$ cat config.mk
export PLATFORM = sky130hd
export DESIGN_NAME = cell_select_encoder
export DESIGN_NICKNAME = d
export VERILOG_FILES = /design/src/rtl/ms_pkg.sv /design/src/rtl/btn_debounce.sv /design/src/rtl/cell_select_encoder.sv
export SDC_FILE = /design/constraint.sdc
export NUM_CORES = 1
export LEC_CHECK = 0
export CAP_MARGIN = 20
export CORE_MARGIN = 1
export CORE_UTILIZATION = 30
export DETAILED_ROUTE_END_ITERATION = 12
export GPL_ROUTABILITY_DRIVEN = 0
export PLACE_DENSITY = 0.54
export SYNTH_ARGS = -nofsm -noshare
export SYNTH_HDL_FRONTEND = slang
export SYNTH_SLANG_ARGS = --single-unit
$ cat constraint.sdc
create_clock -name clka -period 3.18 [get_ports clka]
set_input_delay 0.954 -clock clka [delete_from_list [all_inputs] [get_ports clka]]
set_output_delay 0.954 -clock clka [all_outputs]
set_load 0.05 [all_outputs]
$ cat src/rtl/ms_pkg.sv
// Shared minesweeper definitions: board geometry, controller states and
// the cell index / one-hot helpers used by the input front end and the datapath.
package ms_pkg;

    localparam int GRID_DIM = 5;
    localparam int NCELLS   = GRID_DIM * GRID_DIM;
    localparam int IDX_W    = 5;
    localparam int COORD_W  = 3;

    // Bit positions of the buttons inside the packed button vector
    localparam int BTN_RIGHT = 0;
    localparam int BTN_LEFT  = 1;
    localparam int BTN_DOWN  = 2;
    localparam int BTN_UP    = 3;
    localparam int BTN_SEL   = 4;
    localparam int NBTN      = 5;

    typedef enum logic [1:0] {
        IDLE,
        WAIT_ACK,
        LOCKED
    } state_t;

    // Linear cell index row*GRID_DIM+col; stays within 0..NCELLS-1 for legal coordinates
    function automatic logic [IDX_W-1:0] idx_of(input logic [COORD_W-1:0] row,
                                                input logic [COORD_W-1:0] col);
        logic [IDX_W-1:0] r;
        r = IDX_W'(row);
        return r * IDX_W'(GRID_DIM) + IDX_W'(col);
    endfunction

    // One-hot cell vector with only bit idx set
    function automatic logic [NCELLS-1:0] onehot_of(input logic [IDX_W-1:0] idx);
        return NCELLS'(1) << idx;
    endfunction

endpackage

$ cat src/rtl/btn_debounce.sv
// Single push-button conditioner: 2-flop synchronizer, consecutive-sample
// debounce counter and a one-cycle press pulse on the debounced rising edge.
module btn_debounce #(
    parameter int DEBOUNCE = 16
) (
    input  logic clka,
    input  logic restart,
    input  logic raw,
    output logic level,
    output logic press
);

    localparam int CNT_W = $clog2(DEBOUNCE + 1);

    logic             sync1;
    logic             sync2;
    logic             level_q;
    logic [CNT_W-1:0] cnt;

    // Bring the asynchronous button into the clka domain
    always_ff @(posedge clka or posedge restart) begin
        if (restart) begin
            sync1 <= 1'b0;
            sync2 <= 1'b0;
        end else begin
            sync1 <= raw;
            sync2 <= sync1;
        end
    end

    // Count disagreeing samples; flip the level on the DEBOUNCE-th one, clear on any agreeing sample
    always_ff @(posedge clka or posedge restart) begin
        if (restart) begin
            cnt   <= '0;
            level <= 1'b0;
        end else if (sync2 == level) begin
            cnt <= '0;
        end else if (cnt == CNT_W'(DEBOUNCE - 1)) begin
            cnt   <= '0;
            level <= sync2;
        end else begin
            cnt <= cnt + 1'b1;
        end
    end

    // Registered one-cycle pulse on each debounced rising edge
    always_ff @(posedge clka or posedge restart) begin
        if (restart) begin
            level_q <= 1'b0;
            press   <= 1'b0;
        end else begin
            level_q <= level;
            press   <= level & ~level_q;
        end
    end

endmodule

$ cat src/rtl/cell_select_encoder.sv
// Minesweeper user-input front end: debounced buttons move a cursor over the
// board, a select offers the cursor's cell index to the controller over req/ack.
module cell_select_encoder #(
    parameter int DEBOUNCE = 16,
    parameter int GRID_DIM = ms_pkg::GRID_DIM
) (
    input  logic        clka,
    input  logic        restart,
    input  logic        btn_up,
    input  logic        btn_down,
    input  logic        btn_left,
    input  logic        btn_right,
    input  logic        btn_sel,
    input  logic [24:0] cleared,
    input  logic        gameover,
    input  logic        ack,
    output logic [4:0]  data,
    output logic        req,
    output logic [24:0] cursor_onehot,
    output logic        reject
);

    import ms_pkg::*;

    localparam logic [COORD_W-1:0] COORD_MAX = COORD_W'(GRID_DIM - 1);

    state_t             state;
    state_t             state_next;
    logic [COORD_W-1:0] row;
    logic [COORD_W-1:0] col;
    logic [IDX_W-1:0]   cur_idx;
    logic               sel_hit;

    logic [NBTN-1:0]    raw_btn;
    logic [NBTN-1:0]    lvl;
    logic [NBTN-1:0]    prs;
    logic [NBTN-1:0]    act;

    logic               do_sel;
    logic               do_up;
    logic               do_down;
    logic               do_left;
    logic               do_right;

    assign raw_btn[BTN_RIGHT] = btn_right;
    assign raw_btn[BTN_LEFT]  = btn_left;
    assign raw_btn[BTN_DOWN]  = btn_down;
    assign raw_btn[BTN_UP]    = btn_up;
    assign raw_btn[BTN_SEL]   = btn_sel;

    for (genvar b = 0; b < NBTN; b++) begin : g_btn
        btn_debounce #(
            .DEBOUNCE(DEBOUNCE)
        ) u_debounce (
            .clka   (clka),
            .restart(restart),
            .raw    (raw_btn[b]),
            .level  (lvl[b]),
            .press  (prs[b])
        );
    end

    // A press is only honoured while its debounced level is still asserted
    assign act     = prs & lvl;
    assign cur_idx = idx_of(row, col);
    assign sel_hit = cleared[cur_idx];

    // Fixed-priority arbitration: sel > up > down > left > right, only in IDLE outside game over
    always_comb begin
        do_sel   = 1'b0;
        do_up    = 1'b0;
        do_down  = 1'b0;
        do_left  = 1'b0;
        do_right = 1'b0;
        if (state == IDLE && !gameover) begin
            if (act[BTN_SEL])        do_sel   = 1'b1;
            else if (act[BTN_UP])    do_up    = 1'b1;
            else if (act[BTN_DOWN])  do_down  = 1'b1;
            else if (act[BTN_LEFT])  do_left  = 1'b1;
            else if (act[BTN_RIGHT]) do_right = 1'b1;
        end
    end

    // Controller state register
    always_ff @(posedge clka or posedge restart) begin
        if (restart) state <= IDLE;
        else         state <= state_next;
    end

    // Next-state logic; game over overrides ack and select
    always_comb begin
        state_next = state;
        unique case (state)
            IDLE: begin
                if (gameover)                 state_next = LOCKED;
                else if (do_sel && !sel_hit)  state_next = WAIT_ACK;
            end
            WAIT_ACK: begin
                if (gameover)                 state_next = LOCKED;
                else if (ack)                 state_next = IDLE;
            end
            LOCKED: begin
                if (!gameover)                state_next = IDLE;
            end
            default:                          state_next = IDLE;
        endcase
    end

    // Outputs decoded from state and cursor registers
    always_comb begin
        req           = (state == WAIT_ACK);
        cursor_onehot = onehot_of(cur_idx);
    end

    // Cursor, captured index and reject pulse, with wrap-around at the board edges
    always_ff @(posedge clka or posedge restart) begin
        if (restart) begin
            row    <= '0;
            col    <= '0;
            data   <= '0;
            reject <= 1'b0;
        end else begin
            reject <= do_sel && sel_hit;
            if (do_sel && !sel_hit) data <= cur_idx;
            if (do_up)    row <= (row == '0)        ? COORD_MAX : row - 1'b1;
            if (do_down)  row <= (row == COORD_MAX) ? '0        : row + 1'b1;
            if (do_left)  col <= (col == '0)        ? COORD_MAX : col - 1'b1;
            if (do_right) col <= (col == COORD_MAX) ? '0        : col + 1'b1;
        end
    end

endmodule

* Yosys cells after proc, flatten, opt, wreduce, memory -nomap -nowiden
Cells that the tools add are included.
** Word-level totals
- Bits in registers :: 64
- Input bits :: 34
- Output and inout bits :: 32
- Logic and storage cells :: 143
** Cells by class
- $add $sub $neg :: 10
- Multipliers :: 1
- Magnitude comparators :: 1
- Equality and inequality tests :: 17
- Shift operators :: 1
- Mux-type cells :: 46
- Bitwise gates (word level) :: 16
- Reduce and logical (&&, ||, !) cells :: 16
** Operators by type and width (count)
- 5-bit 2-to-1 mux :: 10
- 5-bit by 1-bit adder with 5-bit output, second input constant :: 5
- 5-bit by 4-bit equality test with 1-bit output, second input constant :: 5
- 1-bit by 5-bit left shift with 25-bit output, first input constant :: 1
- 3-bit 2-to-1 mux :: 8
- 1-bit 2-to-1 mux :: 21
- 2-bit 2-to-1 mux :: 5
- 1-bit inverter :: 10
- 2-bit AND reduction :: 5
- 3-bit by 1-bit adder with 3-bit output, second input constant :: 2
- 3-bit equality test, second input constant :: 2
- 3-bit zero test :: 2
- 5-bit by 6-bit < comparator with 1-bit output, second input constant :: 1
- 2-bit one-hot mux with 3 select lines :: 1
- 3-bit by 1-bit subtractor with 3-bit output, second input constant :: 2
- 5-bit by 3-bit adder with 5-bit output :: 1
- 1-bit AND :: 5
- 5-bit AND :: 1
- 1-bit binary-select mux with 5-bit select :: 1
- 1-bit equality test :: 5
- 3-bit by 3-bit multiplier with 5-bit output, second input constant :: 1
- 2-bit nonzero test :: 2
- 1-bit logical AND :: 3
- 3-bit by 2-bit inequality test with 1-bit output, second input constant :: 1
- other kinds (7) :: 8

* Depth between registers and ports, before layout
Gate-level depths: netlist of the first run.
- Word-level depth :: 9
- Depth in mapped cells :: 10
- Depth with buffers taken out :: 9

* Hierarchy
From an unflattened synthesis of the first run, not the netlist that was laid out.
** Second synthesis, totals
- Cell total of the unflattened synthesis :: 308
- Area total of the unflattened synthesis :: 3299.4 um^2
** By module, submodules not included
- btn_debounce :: instances 5, cells an instance 27, area an instance 367.9 um^2, seq. area each 250.2 um^2
- cell_select_encoder :: instances 1, cells an instance 173, area an instance 1460.2 um^2, seq. area each 350.3 um^2

* Least setup slack after synthesis of the first run
OpenSTA, ideal clock, no wires.
- Kind :: register to output
- Start point :: reg row[0]
- End point :: out cursor_onehot[24]
- Data arrival time :: 3.489 ns
- Data required time :: 2.226 ns
- Path slack :: -1.263 ns
- Cell stages (with the launch flop) :: 7
- Buffers on the path :: 0
- Path through :: dfrtp_1 -> ha_1 -> ha_1 -> fa_1 -> xor2_1 -> nand2b_1 -> nor4_1
** Between the ends
- Word-level cells in the longest chain between the ends :: 3
** RTL lines
- from (decl) :: RTL line cell_select_encoder.sv:29 : logic [COORD_W-1:0] row;
- from (signal assigned) :: RTL line cell_select_encoder.sv:125 : if (do_up) row <= (row == '0) ? COORD_MAX : row - 1'b1;
- from (signal assigned) :: RTL line cell_select_encoder.sv:126 : if (do_down) row <= (row == COORD_MAX) ? '0 : row + 1'b1;
- 3-bit by 3-bit multiplier with 5-bit output :: RTL line ms_pkg.sv:29 : return r * IDX_W'(GRID_DIM) + IDX_W'(col);
- 5-bit by 3-bit adder with 5-bit output :: RTL line ms_pkg.sv:29
- 1-bit by 5-bit left shift with 25-bit output :: RTL line ms_pkg.sv:34 : return NCELLS'(1) << idx;
- to (decl) :: RTL line cell_select_encoder.sv:19 : output logic [24:0] cursor_onehot,
Every way passes these cells.

* Worst setup path after layout of the first run
- Start point :: reg row[0]
- End point :: out cursor_onehot[19]
Same word-level chain as after synthesis.

==> results.py, run 1 <==
metrics = {
    "status": {
        "outcome": "finished with violations",
        "failing_checks": "negative setup slack",
    },
    "floorplan": {
        "num_io_pins": 66,
        "core_um2": 10300,
        "std_cell_rows": 37,
        "die_width_um": 105,
        "initial_utilization": 0.309,
        "floorplan_die_area_um2": 11000,
        "dieHeight_um": 105,
    },
    "clock_tree": {
        "clock_sink_count": 64,
        "path_clk_slew_ps": 80,
        "tritoncts_clock_tree": "yes",
        "clock_tree.htree_level_count": 3,
        "cts_root_buffer": "sky130_fd_sc_hd__clkbuf_8",
        "postCtsHoldBufs": 0,
        "cts_buffer_depth": 2,
        "clock_latency_ps": 340,
        "num_cts_buffers": 9,
    },
    "timing": {
        "finalHoldViolCount": 0,
        "min_period_over_period": 1.14,
        "tightest_slew_ps": 590,
        "fin_tns_setup_ps": -10400,
        "setup_viol_count_final": 25,
        "timing.final.ws_setup_ps": -452,
        "slew_violations": 0,
        "clock-skew-final_ps": 11.3,
        "maxSlewHeadroom": 0.606,
        "fmaxAchievable_mhz": 275,
        "layout_min_cycle_time_ps": 3630,
        "rsz0062_at_grt": "true",
    },
    "min_path": {
        "hp-start": "g_btn[3].u_debounce.sync1",
        "whs_path_depth": 0,
        "timing.hold.worst.class": "reg -> reg",
        "hold_path_end": "g_btn[3].u_debounce.sync2",
    },
    "yosys": {
        "async_flop_share": 1.00,
        "synth.yosys.warnings": 0,
        "synth_enable_flop_cells": 0,
        "number_of_unique_standard_cell_types_used_by_synthesis": 36,
        "mappedNetlistArea_um2": 3170,
        "yosysMostFrequentCell": "sky130_fd_sc_hd__dfrtp_1",
        "post_synth_most_frequent_cells": "sky130_fd_sc_hd__dfrtp_1, sky130_fd_sc_hd__nor2_1, sky130_fd_sc_hd__ha_1, sky130_fd_sc_hd__xor2_1, sky130_fd_sc_hd__nand2_1",
        "syn-instance-count": 287,
        "syn_avg_cell_area_um2": 11.1,
        "synth_flop_cell": "sky130_fd_sc_hd__dfrtp_1",
        "synth_top_cells_by_area": "sky130_fd_sc_hd__dfrtp_1, sky130_fd_sc_hd__ha_1, sky130_fd_sc_hd__nor2_1, sky130_fd_sc_hd__xor2_1, sky130_fd_sc_hd__mux4_2",
        "synth.net_count": 343,
        "post-synth-top-area-fraction": 0.505,
        "yosys_register_bits": 64,
        "synth_largest_area_cell": "sky130_fd_sc_hd__dfrtp_1",
        "synth-seq-area-share": 0.505,
    },
    "grt": {
        "first_global_vias": 2458,
        "grt_start_max_net_pins": 39,
        "grt_first_pass_wirelength_um": 11700,
        "antenna_violations_before_repair": 0,
        "globalRouteOverflowTotal": 0,
        "grt_util_all_layers": 0.135,
    },
    "place": {
        "placed_cells": 506,
        "portBuffers": 65,
        "place.detailed.hpwl_um": 5120,
    },
    "setup_path": {
        "crit_path_max_fo": 4,
        "critical_path_class": "reg -> out",
        "worstPathArrival_ps": 2680,
        "worst_reg_to_reg_path_cell_count": 10,
        "crit_path_start_kind": "flop",
        "reg2reg_to": "data[0]",
        "cp_data_required_time_ps": 2230,
        "worstReg2RegStart": "row[0]",
        "r2r_setup_slack_ps": 30,
        "critical_path.endpoint_type": "output pin",
    },
    "route": {
        "remaining_drc_errors": 0,
        "num_vias": 2454,
        "drt_first_pass_iters": 6,
        "antenna_violating_nets_remaining": 0,
        "detail_route.iter0.violations": 67,
        "detail_route.wirelength_um": 6840,
        "vias_per_std_cell": 4.56,
        "wire_per_inst_um": 12.7,
    },
    "layout": {
        "antenna-diode-count": 0,
        "layout-drive-gt1-share": 0.368,
        "areaGrowthSynthToFinish_pct": 60.6,
        "finalNetCount": 453,
        "finish.cell_count_without_fillers": 538,
    },
    "power_and_ir_drop": {
        "power_per_cell_area_nw_per_um2": 340,
        "irDropWorstVdd_mv": 0.280,
        "leakage_nw": 2.34,
    },
    "job": {
        "drv.max_cap_violation_count": 0,
    },
}
-- critical path, stage by stage, from the launching register on --
cell and delay [ps]:
sky130_fd_sc_hd__dfrtp_1 430, sky130_fd_sc_hd__ha_4 290, sky130_fd_sc_hd__ha_4 210, sky130_fd_sc_hd__fa_2 440, sky130_fd_sc_hd__xnor2_4 240, sky130_fd_sc_hd__nand2b_4 70
sky130_fd_sc_hd__or2_4 260, sky130_fd_sc_hd__buf_6 130, sky130_fd_sc_hd__nor2_4 120, sky130_fd_sc_hd__buf_12 140
-- flip-flops by register name, summed over array words and instances, names as in the netlist --
name and flops:
g_btn.u_debounce.level 5, row 3, g_btn.u_debounce.level_q 5, reject 1, g_btn.u_debounce.cnt 25, g_btn.u_debounce.press 5
g_btn.u_debounce.sync2 5, state 2, col 3, g_btn.u_debounce.sync1 5, data 5
-- where the power goes --
group | total (W) | internal [W] | switching [W]
clock network | 0.000626 | 0.000289 | 0.000338
registers | 0.000853 | 0.000837 | 0.0000160
logic | 0.000254 | 0.000132 | 0.000122
total | 0.00173 | 0.00126 | 0.000476
-- metal layers --
layer | track usage | share of wire | vias up
li1 | - | - | 1195
met1 | 0.164 | 0.44 | 1180
met4 | 0.0453 | 0.011 | 0
met3 | 0.0418 | 0.052 | 7
met2 | 0.228 | 0.50 | 72
met5 | 0 | 0 | -
-- cells by family after synthesis --
family	after synthesis	synth area share
AND/OR/NAND/NOR	110	0.168
flip-flops	64	0.505
adder cells (fa/ha/maj)	22	0.0892
XOR/XNOR	19	0.0525
multiplexers	23	0.102
buffers and inverters	21	0.0272
AO/OA/AOI/OAI	28	0.0564
-- repair_timing --
item                                    in CTS  in global routing
pin swaps                                   14                 14
gates cloned                                 0                  0
resized for setup                           23                  3
buffers inserted                            11                  5
endpoints found under the hold margin        0                  0
endpoints found under the setup margin      26                 29
-- layout make-up --
type / count / area (um2)
fillers: 946 / 5180
well taps: 136 / 170
multi-input cells: 202 / 1840
repair buffers: 106 / 1250
clock inverters: 7 / 53.8
inverters: 14 / 52.6
clock buffers: 9 / 124
flip-flops and latches: 64 / 1600
-- worst max path at each step --
stage	start	to	slack [ps]	cells after the start
final	row[0]	cursor_onehot[19]	-450	9
after floorplan	row[0]	cursor_onehot[16]	-240	8
after global placement	row[2]	cursor_onehot[20]	-150	9
after detailed placement	row[0]	cursor_onehot[16]	-190	9
after global routing	row[0]	cursor_onehot[19]	-560	9
after CTS	row[0]	cursor_onehot[2]	-510	11
-- placed cells by master, fill, tap and decap left out, types with 2 or more instances in the layout --
master                            Yosys  final
sky130_fd_sc_hd__buf_4                0     32
sky130_fd_sc_hd__ha_4                 0      3
sky130_fd_sc_hd__inv_1               14     13
sky130_fd_sc_hd__mux2i_1              6      5
sky130_fd_sc_hd__clkdlybuf4s50_1      0     40
sky130_fd_sc_hd__o21ai_0             14     14
sky130_fd_sc_hd__clkinvlp_4           0      3
sky130_fd_sc_hd__mux4_2               6      6
sky130_fd_sc_hd__xnor2_4              0      2
sky130_fd_sc_hd__nor3_4               0      2
sky130_fd_sc_hd__and3_1               5      5
sky130_fd_sc_hd__mux2_2              10     10
sky130_fd_sc_hd__ha_1                21     15
sky130_fd_sc_hd__a21o_1               5      5
sky130_fd_sc_hd__nand3_1             12     11
sky130_fd_sc_hd__dfrtp_1             64     63
sky130_fd_sc_hd__nand2_2              0      2
sky130_fd_sc_hd__clkbuf_8             0      9
sky130_fd_sc_hd__nor3_1               6      4
sky130_fd_sc_hd__nand2b_1             7      5
sky130_fd_sc_hd__nor2b_1              5      5
sky130_fd_sc_hd__ha_2                 0      3
sky130_fd_sc_hd__a32oi_1              2      2
sky130_fd_sc_hd__buf_12               0     26
sky130_fd_sc_hd__and2_1               6      6
sky130_fd_sc_hd__inv_6                0      3
sky130_fd_sc_hd__buf_6                0      8
sky130_fd_sc_hd__or2_4                0      2
sky130_fd_sc_hd__nor2_4               0     22
sky130_fd_sc_hd__xor2_1              16     15
sky130_fd_sc_hd__nand2_1             15     13
sky130_fd_sc_hd__nor2_1              47     25
-- through the flow --
stage                     instance area, um2   util  total power, W  setup WS (ps)  hold slack (ps)
after detailed placement                4670  0.454         0.00111           -185              336
after CTS                               5040  0.491         0.00176           -507              353
after global placement                  4670  0.454         0.00111           -154              332
final                                   5090  0.495         0.00173           -452              351
after global routing                    5090  0.495         0.00183           -556              364
after floorplan                         3440      -        0.000999           -245              331
Power figures use the tool's default switching activity.
==> run 2: changes to the inputs <==
Settings changed: CORE_MARGIN 1 to 2.
==> run 2 against run 1 <==
Effect of this change: the flow still finishes with violations (negative setup slack); clock skew increased by 6.0 ps; clock-buffer cell count unchanged; setup slack better by 37 ps; highest routed layer unchanged.
==> results.py, run 2 (synthesized netlist as in run 1, its figures left out) <==
metrics = {
    "timing": {
        "setup_viol_count_final": 29,
        "rsz0062_at_grt": "true",
        "timing.final.ws_setup_ps": -415,
        "slew_violations": 0,
        "min_period_over_period": 1.13,
        "layout_min_cycle_time_ps": 3590,
        "fmaxAchievable_mhz": 278,
        "maxSlewHeadroom": 0.637,
        "finalHoldViolCount": 0,
        "clock-skew-final_ps": 17.3,
        "tightest_slew_ps": 543,
        "whs_ps": 352,
        "fin_tns_setup_ps": -8790,
    },
    "place": {
        "post_dp_cell_area_um2": 4680,
        "portBuffers": 65,
        "place.detailed.hpwl_um": 5360,
        "placed_cells": 508,
    },
    "clock_tree": {
        "num_cts_buffers": 9,
        "cts_buffer_depth": 2,
        "cts_root_buffer": "sky130_fd_sc_hd__clkbuf_8",
        "tritoncts_clock_tree": "yes",
        "clock_latency_ps": 340,
        "clock_tree.htree_level_count": 3,
        "path_clk_slew_ps": 70,
        "clock_sink_count": 64,
    },
    "floorplan": {
        "std_cell_rows": 37,
        "floorplan_die_area_um2": 11400,
        "initial_utilization": 0.309,
        "num_io_pins": 66,
        "die_width_um": 107,
        "core_um2": 10300,
        "dieHeight_um": 107,
    },
    "layout": {
        "max_ffs_per_register": 25,
        "final_util": 0.498,
        "finalNetCount": 444,
        "finish.cell_count_without_fillers": 529,
        "largest_register": "g_btn.u_debounce.cnt",
        "layout-drive-gt1-share": 0.354,
        "most-common-layout-cells": "sky130_fd_sc_hd__dfrtp_1, sky130_fd_sc_hd__clkdlybuf4s50_1, sky130_fd_sc_hd__buf_12",
        "final_common_cell": "sky130_fd_sc_hd__dfrtp_1",
        "areaGrowthSynthToFinish_pct": 61.4,
        "antenna-diode-count": 0,
        "final_area_um2": 5120,
    },
    "power_and_ir_drop": {
        "power_per_cell_area_nw_per_um2": 385,
        "p_sw_w": 0.000471,
        "clock_power_share": 0.437,
        "leakage_nw": 2.37,
        "irDropWorstVdd_mv": 0.243,
        "sw_frac_of_total": 0.239,
        "seqPwrFrac": 0.433,
        "internal_power_w": 0.00150,
        "power.share.combinational": 0.130,
    },
    "route": {
        "drt_first_pass_iters": 4,
        "antenna_violating_nets_remaining": 0,
        "num_vias": 2391,
        "remaining_drc_errors": 0,
        "detail_route.iter0.violations": 45,
        "wire_per_inst_um": 12.7,
        "detail_route.wirelength_um": 6740,
        "vias_per_std_cell": 4.52,
    },
    "setup_path": {
        "critical_path.n_buffers_inverters": 1,
        "crit_path_largest_cell_delay_ps": 450,
        "slowest_stage_cell_crit_path": "sky130_fd_sc_hd__fa_2",
        "crit_path_start_kind": "flop",
        "path_delay_family": "adder cells",
        "crit_top_cell": "sky130_fd_sc_hd__ha_4",
        "critical_path.endpoint_type": "output pin",
        "critical_path_class": "reg -> out",
        "crit_path_max_fo": 4,
        "cp_data_required_time_ps": 2230,
        "worstPathArrival_ps": 2640,
        "crit_path_cell_trace": "ha_4 -> ha_4 -> fa_2 -> xnor2_4 -> nand2_2 -> or2_4 -> nor3_4 -> buf_12",
    },
    "grt": {
        "antenna_violations_before_repair": 0,
        "grt_first_pass_wirelength_um": 11500,
        "globalRouteOverflowTotal": 0,
        "first_global_vias": 2349,
        "grt_util_all_layers": 0.129,
        "grt_start_max_net_pins": 36,
    },
    "min_path": {
        "timing.hold.worst.class": "reg -> reg",
    },
    "job": {
        "drv.max_cap_violation_count": 0,
    },
    "status": {
        "outcome": "finished with violations",
        "failing_checks": "negative setup slack",
    },
}
run 2: cell types whose count changed in the layout (fill, tap and decap cells not counted), sizes merged:
| cell | delta |
|---|---|
| buf | -9 |
| clkinvlp | -3 |
| bufinv | +3 |
run 2: layout make-up:
cell class                      count  area, um2
Fill cell                         926       5160
Multi-Input combinational cell    202       1850
Sequential cell                    64       1600
Timing Repair Buffer               97       1190
Tap cell                          136        170
Clock inverter                      7        125
Clock buffer                        9        124
Inverter                           14       52.6
run 2: worst paths after layout:
check                                                from                        end  slack, ps  cells after the start
worst min register to register  g_btn[2].u_debounce.sync1  g_btn[2].u_debounce.sync2        350                      0
worst max register to register                     row[2]                    data[0]        -50                     11
worst min-delay path            g_btn[2].u_debounce.sync1  g_btn[2].u_debounce.sync2        350                      0
max in group asynchronous                         restart                     row[2]       1720                      3
worst max-delay path                               row[2]          cursor_onehot[20]       -410                      8
min in group asynchronous                         restart  g_btn[0].u_debounce.sync1        920                      2
run 2: stage by stage:
stage | power, W | setup slack [ps]
after CTS | 0.00201 | -474
final | 0.00197 | -415
after detailed placement | 0.00111 | -180
after global routing | 0.00207 | -517
after floorplan | 0.000999 | -245
after global placement | 0.00111 | -156
run 2: power by group through the flow:
stage	registers [W]	clock network [W]	logic, W
global placement	0.000869	0	0.000240
global route	0.000857	0.000929	0.000284
CTS	0.000854	0.000895	0.000260
finish	0.000854	0.000861	0.000257
detailed placement	0.000869	0	0.000245
floorplan	0.000867	0	0.000132
run 2: worst reg2reg max path: stages, from the launching register on:
cell and delay, ps:
sky130_fd_sc_hd__dfrtp_2 420, sky130_fd_sc_hd__ha_4 270, sky130_fd_sc_hd__ha_4 210, sky130_fd_sc_hd__fa_2 650, sky130_fd_sc_hd__buf_6 120, sky130_fd_sc_hd__buf_6 110
sky130_fd_sc_hd__mux4_2 300, sky130_fd_sc_hd__mux2i_2 200, sky130_fd_sc_hd__mux2i_1 120, sky130_fd_sc_hd__mux2i_1 210, sky130_fd_sc_hd__nand2b_1 190, sky130_fd_sc_hd__mux2_4 330
run 2: metal layers:
metal / vias up / routed length [um] / track usage
met3: 6 / 506 / 0.0413
met4: 0 / 69 / 0.0529
met2: 72 / 3180 / 0.207
li1: 1182 / - / -
met5: - / 0 / 0
met1: 1131 / 2980 / 0.160
run 2: timing repair:
item,CTS,global route
setup buffers,2,3
endpoints found under the hold margin,0,0
cloned,0,0
resized for setup,22,5
pin swaps,11,3
endpoints found under the setup margin,29,30
hold buffers,0,0
